## src/rtl/sram_like_arbiter_if.sv

```systemverilog
// sram_like_arbiter_if: one sram_like channel (request plus response).
//   req/wr/size/addr/wdata : request, driven by the master side
//   rdata/addr_ok/data_ok  : response, driven by the slave side
// modport master : the side issuing requests (a CPU port, or the arbiter toward the bus)
// modport slave  : the side answering requests (the arbiter toward a CPU port, or memory)
interface sram_like_arbiter_if;
  logic        req;
  logic        wr;
  logic [1:0]  size;
  logic [31:0] addr;
  logic [31:0] wdata;
  logic [31:0] rdata;
  logic        addr_ok;
  logic        data_ok;

  modport master (
    output req, wr, size, addr, wdata,
    input  rdata, addr_ok, data_ok
  );

  modport slave (
    input  req, wr, size, addr, wdata,
    output rdata, addr_ok, data_ok
  );
endinterface

```

## src/rtl/sram_like_arbiter.sv

```systemverilog
// sram_like_arbiter: shares one sram_like slave between an instruction master
// and a data master, with one transaction outstanding at a time.
//   clk  : system clock, rising edge
//   rst  : asynchronous, active-low reset
//   inst : instruction-side channel (arbiter acts as slave)
//   data : data-side channel (arbiter acts as slave)
//   bus  : shared downstream channel (arbiter acts as master)
// Optional feature: define ARB_ROUND_ROBIN_EN for round-robin arbitration
// on simultaneous requests. Without it, data wins over inst.
module sram_like_arbiter (
  input  logic                       clk,
  input  logic                       rst,
  sram_like_arbiter_if.slave         inst,
  sram_like_arbiter_if.slave         data,
  sram_like_arbiter_if.master        bus
);

  typedef enum logic [1:0] {
    IDLE = 2'd0,
    REQ  = 2'd1,
    WAIT = 2'd2
  } state_t;

  state_t state_reg;
  logic   owner_reg;   // 0 = inst, 1 = data
  logic   winner;

`ifdef ARB_ROUND_ROBIN_EN
  logic last_reg;      // master granted most recently

  // On a tie, the master that was not served last gets the bus.
  always_comb begin
    if (inst.req && data.req) winner = ~last_reg;
    else                      winner = data.req;
  end
`else
  assign winner = data.req;
`endif

  // Owner's live request fields; the request is forwarded, not captured,
  // so a master can cancel or change it until the slave accepts.
  logic        owner_req;
  logic        owner_wr;
  logic [1:0]  owner_size;
  logic [31:0] owner_addr;
  logic [31:0] owner_wdata;

  assign owner_req   = owner_reg ? data.req   : inst.req;
  assign owner_wr    = owner_reg ? data.wr    : inst.wr;
  assign owner_size  = owner_reg ? data.size  : inst.size;
  assign owner_addr  = owner_reg ? data.addr  : inst.addr;
  assign owner_wdata = owner_reg ? data.wdata : inst.wdata;

  always_ff @(posedge clk or negedge rst) begin
    if (!rst) begin
      state_reg <= IDLE;
      owner_reg <= 1'b0;
`ifdef ARB_ROUND_ROBIN_EN
      last_reg  <= 1'b0;
`endif
    end else begin
      case (state_reg)
        IDLE: begin
          if (inst.req || data.req) begin
            owner_reg <= winner;
`ifdef ARB_ROUND_ROBIN_EN
            last_reg  <= winner;
`endif
            state_reg <= REQ;
          end
        end
        REQ: begin
          if (owner_req && bus.addr_ok) state_reg <= WAIT;
          else if (!owner_req)          state_reg <= IDLE;  // cancelled before acceptance
        end
        WAIT: begin
          if (bus.data_ok) state_reg <= IDLE;
        end
        default: state_reg <= IDLE;
      endcase
    end
  end

  logic in_req;
  logic in_wait;

  assign in_req  = (state_reg == REQ);
  assign in_wait = (state_reg == WAIT);

  // Request fields are only meaningful in REQ; zero elsewhere.
  assign bus.req   = in_req & owner_req;
  assign bus.wr    = in_req & owner_wr;
  assign bus.size  = in_req ? owner_size  : 2'b00;
  assign bus.addr  = in_req ? owner_addr  : 32'd0;
  assign bus.wdata = in_req ? owner_wdata : 32'd0;

  // Handshakes go only to the owner and only in the phase that expects them;
  // stray slave handshakes in other states are dropped.
  assign inst.addr_ok = in_req  & ~owner_reg & bus.addr_ok;
  assign data.addr_ok = in_req  &  owner_reg & bus.addr_ok;
  assign inst.data_ok = in_wait & ~owner_reg & bus.data_ok;
  assign data.data_ok = in_wait &  owner_reg & bus.data_ok;

  // Read data is broadcast; data_ok alone marks it valid.
  assign inst.rdata = bus.rdata;
  assign data.rdata = bus.rdata;

endmodule

```

## src/flat_wrapper.sv

```systemverilog
// flat-port wrapper written by rule: the top's interface ports become plain ports
module sram_like_arbiter_flat 
  (clk, rst, inst_req, inst_wr, inst_size, inst_addr, inst_wdata, inst_rdata, inst_addr_ok, inst_data_ok, data_req, data_wr, data_size, data_addr, data_wdata, data_rdata, data_addr_ok, data_data_ok, bus_req, bus_wr, bus_size, bus_addr, bus_wdata, bus_rdata, bus_addr_ok, bus_data_ok);
  sram_like_arbiter_if inst_i ();
  sram_like_arbiter_if data_i ();
  sram_like_arbiter_if bus_i ();
  input  logic clk;
  input  logic rst;
  input wire logic [$bits(inst_i.req)-1:0] inst_req;
  input wire logic [$bits(inst_i.wr)-1:0] inst_wr;
  input wire logic [$bits(inst_i.size)-1:0] inst_size;
  input wire logic [$bits(inst_i.addr)-1:0] inst_addr;
  input wire logic [$bits(inst_i.wdata)-1:0] inst_wdata;
  output wire logic [$bits(inst_i.rdata)-1:0] inst_rdata;
  output wire logic [$bits(inst_i.addr_ok)-1:0] inst_addr_ok;
  output wire logic [$bits(inst_i.data_ok)-1:0] inst_data_ok;
  input wire logic [$bits(data_i.req)-1:0] data_req;
  input wire logic [$bits(data_i.wr)-1:0] data_wr;
  input wire logic [$bits(data_i.size)-1:0] data_size;
  input wire logic [$bits(data_i.addr)-1:0] data_addr;
  input wire logic [$bits(data_i.wdata)-1:0] data_wdata;
  output wire logic [$bits(data_i.rdata)-1:0] data_rdata;
  output wire logic [$bits(data_i.addr_ok)-1:0] data_addr_ok;
  output wire logic [$bits(data_i.data_ok)-1:0] data_data_ok;
  output wire logic [$bits(bus_i.req)-1:0] bus_req;
  output wire logic [$bits(bus_i.wr)-1:0] bus_wr;
  output wire logic [$bits(bus_i.size)-1:0] bus_size;
  output wire logic [$bits(bus_i.addr)-1:0] bus_addr;
  output wire logic [$bits(bus_i.wdata)-1:0] bus_wdata;
  input wire logic [$bits(bus_i.rdata)-1:0] bus_rdata;
  input wire logic [$bits(bus_i.addr_ok)-1:0] bus_addr_ok;
  input wire logic [$bits(bus_i.data_ok)-1:0] bus_data_ok;
  assign inst_i.req = inst_req;
  assign inst_i.wr = inst_wr;
  assign inst_i.size = inst_size;
  assign inst_i.addr = inst_addr;
  assign inst_i.wdata = inst_wdata;
  assign inst_rdata = inst_i.rdata;
  assign inst_addr_ok = inst_i.addr_ok;
  assign inst_data_ok = inst_i.data_ok;
  assign data_i.req = data_req;
  assign data_i.wr = data_wr;
  assign data_i.size = data_size;
  assign data_i.addr = data_addr;
  assign data_i.wdata = data_wdata;
  assign data_rdata = data_i.rdata;
  assign data_addr_ok = data_i.addr_ok;
  assign data_data_ok = data_i.data_ok;
  assign bus_req = bus_i.req;
  assign bus_wr = bus_i.wr;
  assign bus_size = bus_i.size;
  assign bus_addr = bus_i.addr;
  assign bus_wdata = bus_i.wdata;
  assign bus_i.rdata = bus_rdata;
  assign bus_i.addr_ok = bus_addr_ok;
  assign bus_i.data_ok = bus_data_ok;
  sram_like_arbiter u_core (.clk(clk), .rst(rst), .inst(inst_i), .data(data_i), .bus(bus_i));
endmodule
```

## config.mk

```make
export PLATFORM = sky130hd
export DESIGN_NAME = sram_like_arbiter_flat
export DESIGN_NICKNAME = d
export VERILOG_FILES = /design/src/rtl/sram_like_arbiter_if.sv /design/src/rtl/sram_like_arbiter.sv /design/src/flat_wrapper.sv
export SDC_FILE = /design/constraint.sdc
export NUM_CORES = 1
export LEC_CHECK = 0
export ABC_AREA = 1
export BUFFER_PORTS_ARGS = -buffer_cell sky130_fd_sc_hd__buf_2
export CORE_AREA = 2 2 120 122
export CTS_CLUSTER_DIAMETER = 150
export CTS_CLUSTER_SIZE = 14
export DETAILED_ROUTE_END_ITERATION = 10
export DIE_AREA = 0 0 122 124
export PLACE_DENSITY = 0.56
export SETUP_SLACK_MARGIN = 0.15
export SKIP_CTS_REPAIR_TIMING = 1
export SYNTH_ARGS = -nofsm -noshare
export SYNTH_HDL_FRONTEND = slang
export SYNTH_SLANG_ARGS = --single-unit
```

## constraint.sdc

```tcl
create_clock -name clk -period 1 [get_ports clk]
set_input_delay 0.25 -clock clk [delete_from_list [all_inputs] [get_ports clk]]
set_output_delay 0.25 -clock clk [all_outputs]
set_load 0.02 [all_outputs]
```

==> results of run 1 <==
==> cell type report <==
type,count,area share (%)
Inverter,4,0.734
Clock buffer,4,2.10
Multi-Input combinational cell,221,46.0
Tap cell,180,6.00
Timing Repair Buffer,242,43.1
Sequential cell,3,2.03
==> through the flow <==
step	util, %	total power, mW	setup TNS (ns)	cell area [sq um]	std cells
finish	27.3	11.6	-41.86	3750	654
global route	27.3	12.4	-46.87	3750	654
CTS	25.2	10.7	-45.50	3460	651
detailed placement	24.7	10.0	-27.98	3380	647
global placement	24.7	10.0	-26.91	3380	647
floorplan	-	7.64	-17.30	2450	314
==> cells by family (layout without fill, tap and decap cells) <==
kind of cell / count (synthesis) / after routing
simple gates: 152 / 152
buf+inv: 90 / 250
compound gates: 69 / 69
flops: 3 / 3
==> final timing paths <==
kind | start | to | slack (ns)
max in group asynchronous | rst | u_core.owner_reg | 0.52
worst min-delay path | bus_data_ok | u_core.state_reg[1] | 0.33
min in group asynchronous | rst | u_core.state_reg[1] | 0.36
worst max register to register | u_core.owner_reg | u_core.state_reg[0] | -0.23
worst max-delay path | u_core.state_reg[0] | bus_addr[23] | -0.61
worst min register to register | u_core.state_reg[0] | u_core.owner_reg | 0.57
==> layout by cell type, fill, tap and decap left out, types with 2 or more instances in the layout <==
| cell type | instances |
|---|---|
| nor3_4 | 2 |
| nand2_2 | 4 |
| buf_4 | 82 |
| buf_12 | 8 |
| nand2_4 | 2 |
| a21oi_2 | 7 |
| dfrtp_1 | 2 |
| nand3_2 | 2 |
| nor2_4 | 2 |
| buf_2 | 139 |
| nand2_1 | 136 |
| clkbuf_16 | 3 |
| a21oi_4 | 61 |
| buf_6 | 12 |
==> power by group <==
part           switching, mW  internal (mW)  total, mW
registers             0.0775          0.182      0.259
logic                   6.25           4.44       10.7
clock network          0.116          0.527      0.642
total                   6.45           5.15       11.6
==> worst reg2reg max path: stages (launching register included) <==
cell	delay, ns
dfrtp_2	0.43
clkinv_4	0.14
buf_6	0.14
buf_6	0.10
nand2_4	0.05
buf_6	0.09
nand2_4	0.05
nand3_2	0.06
nand2_1	0.05
==> per-layer routing <==
metal / vias up / wire [um]
li1: 1252 / -
met1: 1106 / 2930
met2: 134 / 4320
met3: 34 / 672
met4: 0 / 234
met5: - / 0
==> qor.yml, run 1 <==
timing.final.ws_setup_ns: -0.613
dieWidth_um: 122
grt_pass1_vias: 2427
min_path_type: "input pin to flip-flop"
slowest_delay_ns: 0.35
ant_nets: 0
r2r_cells: 8
slowest_stage: "dfrtp_1"
gp_congestion: 0.745
finalHoldViolCount: 0
synthArstFlopShare_pct: 100
p_per_area_nw_per_um2: 3090
die_area_sq_um: 15100
yosys.area_share.xor_xnor_pct: 0
yosysMostFrequentCell: "nand2_1"
clk-insertion-delay-late_ns: 0.23
skew_ns: 0.00179
crit_chain: "inv_2 > nor2_4 > inv_8 > buf_12 > a21oi_4 > buf_4"
failed_checks: "setup timing"
gr-usage-met3_pct: 1.14
cts.clk_slew.worst_paths_ns: 0.03
syn-num-nets: 486
synth_cell_types: 15
drt_iter0_drc: 52
vdd_ir_drop_max_mv: 1.39
die_height_um: 124
clk_path_buf_depth: 2
worst-path-max-fanout: 13
vias_per_cell: 3.86
muxShareOfSynthArea_pct: 0
wirelength_um: 8160
ys_ff_latch: 3
crit_type: "flip-flop to output port"
synth_area_leaders: "nand2_1, buf_4, a21oi_1, buf_6, dfrtp_1"
cts_sinks: 3
busiest_layer: "met2"
worstPathArrival_ns: 1.36
holdPathStages: 3
antenna_cells: 0
grt_pass1_wl_um: 11700
antenna_found_initial: 0
synthCells: 314
layout.nets: 647
cts_tree: "yes"
synth-adder-area-share_pct: 0
fillerInstances: 1538
hold_ws_ns: 0.327
synth_top_family_by_area: "buffers and inverters"
hpwl_um: 6840
yosys.area.top_type: "nand2_1"
post-route-period-util_pct: 161
status: "finished, violations left"
required_ns: 0.75
syn2layout_area_growth_pct: 122
cp-end-kind: "output port"
setup_violations: 75
synth-edff-count: 0
vias: 2526
seq_area_sq_um: 76.3
cts_made_buffers: 3
wl_per_cell_um: 12.5
critPathLaunchType: "flip-flop"
ioPinCount: 308
synth_simple_gate_area_share_pct: 35.4
coreArea_sq_um: 13700
period_needed_ns: 1.61
max_freq_mhz: 620
synth_ff_type: "dfrtp_1"
path_delay_family: "buffers and inverters"
grtUsageMet1_pct: 10.7
worst_slew_pin_slew_ns: 0.216
max_cap_violations: 0
htree_levels: 1
place_ws_ns: -0.433
synth_warnings: 0
syn_area_sq_um: 1690
initial_utilization_pct: 12.3
rsz0062_at_grt: "true"
multi_input_area_sq_um: 1730
synth_top_area_share_pct: 31.6
synth_compound_gate_area_share_pct: 20.5
slew_headroom_pct: 85.6
grt_util_all_layers_pct: 9.69
drt_first_pass_iters: 6
yosysSeqAreaShare_pct: 4.45
route.detailed.drc: 0
synth_area_per_cell_sq_um: 5.38
grt_start_max_net_pins: 38
drive_gt1_share_pct: 69.6
io_buffer_count: 211
crit_buf_inv: 4
leakage_nw: 1.73
met2_usage_pct: 18.9
clock-root-buffer: "clkbuf_16"
grt_overflow: 0
slew_violations: 0
largest_register_ffs: 2
rows: 43
synthTopCellsByCount: "nand2_1, a21oi_1, buf_4"
crit_cells: 6
No activity file was read; power rests on OpenSTA's default activity.
==> run 2, diff against run 1 <==
--- a/config.mk
+++ b/config.mk
@@ -12,9 +12,9 @@
 export CTS_CLUSTER_SIZE = 14
 export DETAILED_ROUTE_END_ITERATION = 10
 export DIE_AREA = 0 0 122 124
-export PLACE_DENSITY = 0.56
 export SETUP_SLACK_MARGIN = 0.15
 export SKIP_CTS_REPAIR_TIMING = 1
+export SLEW_MARGIN = 20
 export SYNTH_ARGS = -nofsm -noshare
 export SYNTH_HDL_FRONTEND = slang
 export SYNTH_SLANG_ARGS = --single-unit
==> run 2 against run 1 <==
Compared with the run above: the flow still finishes with violations (setup timing); clock-buffer cell count unchanged; via count rose by 3.0%; routed wire length grew 9.8%; die area is the same; combinational power grew 15%; sequential share of layout area decreased by 0.17 points; flip-flop and latch count stayed put; sequential power up 8.9%; non-clock buffer count is 11 higher; global-route usage fell by 0.62 points; critical path depth grew 1; critical path type unchanged; largest cell class is now non-clock buffers.
==> qor.yml, run 2 (same netlist as run 1, synthesis figures left out) <==
status: "finished, violations left"
failed_checks: "setup timing"
worst-path-max-fanout: 10  # -3
rsz0062_at_grt: "true"
period_needed_ns: 1.68  # +0.0667 ns
cts.clk_slew.worst_paths_ns: 0.03  # about the same
max_cap_violations: 0  # unchanged
worst_slew_pin_slew_ns: 0.212  # -0.00368 ns
slew_headroom_pct: 85.9  # +0.26 points
place_ws_ns: -0.451  # -0.0180 ns
cts_sinks: 3  # unchanged
fillerInstances: 1451  # -5.7%
leakage_nw: 1.86  # +7.7%
timing.final.ws_setup_ns: -0.680  # -0.0667 ns
layout.nets: 658  # +1.7%
die_height_um: 124  # unchanged
hpwl_um: 6450  # -5.6%
skew_ns: 0.00108  # -0.000708 ns
crit_type: "flip-flop to output port"
cts_made_buffers: 3  # unchanged
grt_overflow: 0  # unchanged
r2r_slack_ns: -0.22  # about the same
p_per_area_nw_per_um2: 3250  # +5.0%
required_ns: 0.75  # about the same
grt_pass1_wl_um: 11100  # -5.0%
ant_nets: 0  # unchanged
largest_register_ffs: 2  # unchanged
syn2layout_area_growth_pct: 142
tns_ns: -45.93  # -4.07 ns
dieWidth_um: 122  # unchanged
rows: 43  # unchanged
wirelength_um: 8950  # +9.8%
max_freq_mhz: 595  # -4.0%
finalHoldViolCount: 0  # unchanged
antenna_found_initial: 1  # +1
coreArea_sq_um: 13700  # unchanged
holdPathStages: 3  # unchanged
post-route-period-util_pct: 168  # +6.7 points
drive_gt1_share_pct: 70.3  # +0.69 points
min_path_type: "input pin to flip-flop"
drt_iter0_drc: 38  # -27%
worstPathArrival_ns: 1.43  # +0.07 ns
layout_commonest_cell: "buf_2"
initial_utilization_pct: 12.3  # unchanged
vias: 2601  # +3.0%
wl_per_cell_um: 13.4  # +7.8%
vias_per_cell: 3.91  # +1.1%
setup_violations: 75  # unchanged
critPathLaunchType: "flip-flop"
clock-root-buffer: "clkbuf_16"
vdd_ir_drop_max_mv: 1.23  # -11%
grt_pass1_vias: 2383  # -1.8%
io_buffer_count: 211  # unchanged
die_area_sq_um: 15100  # unchanged
hold-path-endpoint: "u_core.state_reg[1]"
hp-start: "bus_data_ok"
htree_levels: 1  # unchanged
timing.rr.start: "u_core.owner_reg"
grt_util_all_layers_pct: 9.07  # -0.62 points
layout_common_cells: "buf_2, nand2_1, a21oi_4"
clk_path_buf_depth: 2  # unchanged
clk-insertion-delay-late_ns: 0.22  # about the same
cp-end-kind: "output port"
gp_congestion: 0.738  # -0.90%
grt_start_max_net_pins: 53  # +39%
drt_first_pass_iters: 4  # -2
cts_tree: "yes"
rr_endpoint: "u_core.state_reg[1]"
r2r_cells: 7  # -1
ioPinCount: 308  # unchanged
power_mw: 13.3  # +14%
slew_violations: 0  # unchanged
route.detailed.drc: 0  # unchanged
## run 2: worst max-delay path by stage
| stage | startpoint | endpoint | slack [ns] | cells past startpoint |
|---|---|---|---|---|
| floorplan | u_core.state_reg[1] | bus_req | -0.26 | 4 |
| global placement | u_core.owner_reg | bus_wdata[25] | -0.45 | 4 |
| detailed placement | u_core.state_reg[1] | bus_addr[2] | -0.45 | 6 |
| global route | u_core.state_reg[0] | bus_addr[8] | -0.72 | 7 |
| finish | u_core.state_reg[0] | bus_addr[2] | -0.68 | 7 |
| CTS | u_core.state_reg[1] | bus_addr[2] | -0.70 | 6 |
## run 2: report_power, final
group          leakage [nW]  total, mW  internal (mW)  switching (mW)
Combinational          1.78       12.3           5.65            6.70
Sequential           0.0363      0.282          0.181           0.100
Clock                0.0382      0.638          0.526           0.112
## run 2: cell type report
class	instances	area, sq um	share of cell area [%]
flip-flops and latches	3	76.3	1.87
clock buffers	4	78.8	1.93
repair buffers	253	1970	48.1
diodes	1	2.50	0.0612
multi-input cells	221	1710	41.8
inverters	4	27.5	0.673
well taps	180	225	5.51
## run 2: per-stage QoR
step / std cells / hold WS (ns) / cell area, sq um / utilization [%]
floorplan: 314 / -0.0456 / 2450 / -
global placement: 654 / 0.0485 / 3500 / 25.5
detailed placement: 654 / 0.0479 / 3500 / 25.5
CTS: 658 / -0.185 / 3580 / 26.1
global route: 665 / 0.339 / 4090 / 29.8
finish: 666 / 0.320 / 4090 / 29.8
## run 2: per-layer routing
layer	GRT usage, %	vias up	wire length [um]	share of wire [%]
met4	4.67	0	276	3.1
met5	0	-	0	0
met1	9.34	1175	3110	35
met2	17.3	124	4820	54
met3	1.83	26	749	8.4
li1	-	1276	-	-
## run 2: worst max-delay path, cell delays in order (launching register included)
cell     delay [ns]
dfrtp_1        0.36
inv_2          0.07
nor2_4         0.15
inv_6          0.06
buf_12         0.15
buf_12         0.14
a21oi_4        0.11
buf_4          0.15
==> run 3, diff against run 2 <==
==> constraint.sdc (replaced) <==
create_clock -name clk -period 1 [get_ports clk]
set_input_delay 0.25 -clock clk [delete_from_list [all_inputs] [get_ports clk]]
set_output_delay 0.25 -clock clk [all_outputs]
set_load 0.005 [all_outputs]
==> run 3 against run 2 <==
Compared with the run above: the run still ends with setup timing left; routed wire length fell by 14%; cell area fell by 29%; clock power rose by 0.9%; fmax rose by 5.8%; register-to-register slack barely moved; sequential share of layout area rose by 0.77 points; clock skew fell by 0.00079 ns; clock-buffer cell count did not move; highest routed layer unchanged.
==> qor.yml, run 3 (same netlist as run 1, synthesis figures left out) <==
grt_pass1_wl_um: 10000  # -10%
cts.clk_slew.worst_paths_ns: 0.03  # about the same
p_per_area_nw_per_um2: 2500  # -23%
syn2layout_area_growth_pct: 71.2
ant_nets: 0  # unchanged
die_area_sq_um: 15100  # unchanged
rr_endpoint: "u_core.state_reg[0]"
slew_violations: 0  # unchanged
setup_violations: 75  # unchanged
die_height_um: 124  # unchanged
initial_utilization_pct: 12.3  # unchanged
drt_iter0_drc: 90  # +140%
drive_gt1_share_pct: 61.8  # -8.5 points
max_freq_mhz: 630  # +5.8%
cts_sinks: 3  # unchanged
worst_slew_pin_slew_ns: 0.207  # -0.00453 ns
cts_tree: "yes"
wl_per_cell_um: 11.8  # -12%
largest_register_ffs: 2  # unchanged
hp-start: "bus_addr_ok"
leakage_nw: 1.63  # -13%
hold-path-endpoint: "u_core.state_reg[1]"
clk-insertion-delay-late_ns: 0.22  # about the same
drt_first_pass_iters: 4  # unchanged
route.detailed.drc: 0  # unchanged
critPathLaunchType: "flip-flop"
holdPathStages: 3  # unchanged
final_util_pct: 21.1  # -8.7 points
io_buffer_count: 211  # unchanged
antenna_found_initial: 0  # -1
grt_overflow: 0  # unchanged
vdd_ir_drop_max_mv: 1.28  # +3.5%
clk_path_buf_depth: 2  # unchanged
crit_type: "flip-flop to output port"
cts_made_buffers: 3  # unchanged
worstPathArrival_ns: 1.34  # -0.09 ns
antenna_cells: 0  # -1
placed_cells: 639  # -2.3%
rows: 43  # unchanged
grt_util_all_layers_pct: 8.14  # -0.93 points
tns_ns: -39.60  # +6.33 ns
coreArea_sq_um: 13700  # unchanged
htree_levels: 1  # unchanged
worst-path-max-fanout: 16  # +6
fin_cells: 651  # -2.3%
design_area_sq_um: 2890  # -29%
clock-root-buffer: "clkbuf_16"
skew_ns: 0.000291  # -0.000791 ns
post-route-period-util_pct: 159  # -9.2 points
dieWidth_um: 122  # unchanged
status: "finished, violations left"
period_needed_ns: 1.59  # -0.0922 ns
gp_congestion: 0.814  # +10%
r2r_slack_ns: -0.22  # about the same
grt_start_max_net_pins: 41  # -23%
grt_pass1_vias: 2083  # -13%
slew_headroom_pct: 86.2  # +0.29 points
rsz0062_at_grt: "true"
ioPinCount: 308  # unchanged
vias_per_cell: 3.82  # -2.3%
required_ns: 0.75  # about the same
timing.final.ws_setup_ns: -0.587  # +0.0922 ns
failed_checks: "setup timing"
finalHoldViolCount: 0  # unchanged
hold_ws_ns: 0.287  # -0.0332 ns
timing.rr.start: "u_core.owner_reg"
min_path_type: "input pin to flip-flop"
max_cap_violations: 0  # unchanged
placed_area_sq_um: 2650  # -24%
cp-end-kind: "output port"
r2r_cells: 7  # unchanged
hpwl_um: 6030  # -6.5%
wirelength_um: 7680  # -14%
layout.nets: 644  # -2.1%
layout_common_cells: "buf_2, nand2_1, a21oi_1"
layout_commonest_cell: "buf_2"
vias: 2485  # -4.5%
[run 3: cell types whose count changed in the layout (fill, tap and decap cells not counted), sizes merged]
cell / change
clkinv: +2
inv: -1
clkbuf: -2
diode: -1
buf: -13
[run 3: how the worst max path moves through the flow]
stage | startpoint | end | slack [ns] | depth (start not counted)
6_report | u_core.owner_reg | bus_addr[30] | -0.59 | 5
4_1_cts | u_core.owner_reg | bus_wdata[26] | -0.67 | 5
3_3_place_gp | u_core.owner_reg | bus_wdata[26] | -0.40 | 5
5_1_grt | u_core.owner_reg | bus_wdata[26] | -0.66 | 5
3_5_place_dp | u_core.owner_reg | bus_wdata[26] | -0.43 | 5
2_1_floorplan | u_core.owner_reg | bus_addr[11] | -0.12 | 5
[run 3: critical path: stages, from the launching register on]
cell,delay [ns]
dfrtp_2,0.45
buf_4,0.15
buf_12,0.14
nand2_1,0.06
a21oi_1,0.17
buf_2,0.14
[run 3: final cells by class]
class / count / area [sq um]
clock buffers: 4 / 78.8
fillers: 1601 / 10800
inverters: 4 / 22.5
multi-input cells: 221 / 1110
flip-flops and latches: 3 / 76.3
well taps: 180 / 225
repair buffers: 238 / 1370
repair inverters: 1 / 5.00
[run 3: routing by layer]
metal  vias to the layer above  wire (um)  track usage (%)
met5                         -          0                0
met4                         0        364             4.45
met3                        36        911             3.02
met2                       152       3660             14.3
met1                      1057       2750             8.44
li1                       1240          -                -
[run 3: metrics by stage]
stage / power [mW] / setup WS [ns]
final: 7.24 / -0.587
after global routing: 7.94 / -0.656
after CTS: 6.72 / -0.672
after detailed placement: 6.04 / -0.427
after global placement: 6.01 / -0.397
after floorplan: 3.89 / -0.124
[run 3: where the power goes]
| part | switching, mW | total (mW) | internal [mW] | leakage [nW] |
|---|---|---|---|---|
| Combinational | 3.43 | 6.32 | 2.89 | 1.55 |
| Clock | 0.117 | 0.644 | 0.527 | 0.0382 |
| Sequential | 0.0874 | 0.269 | 0.182 | 0.0363 |
| Total | 3.64 | 7.24 | 3.60 | 1.63 |
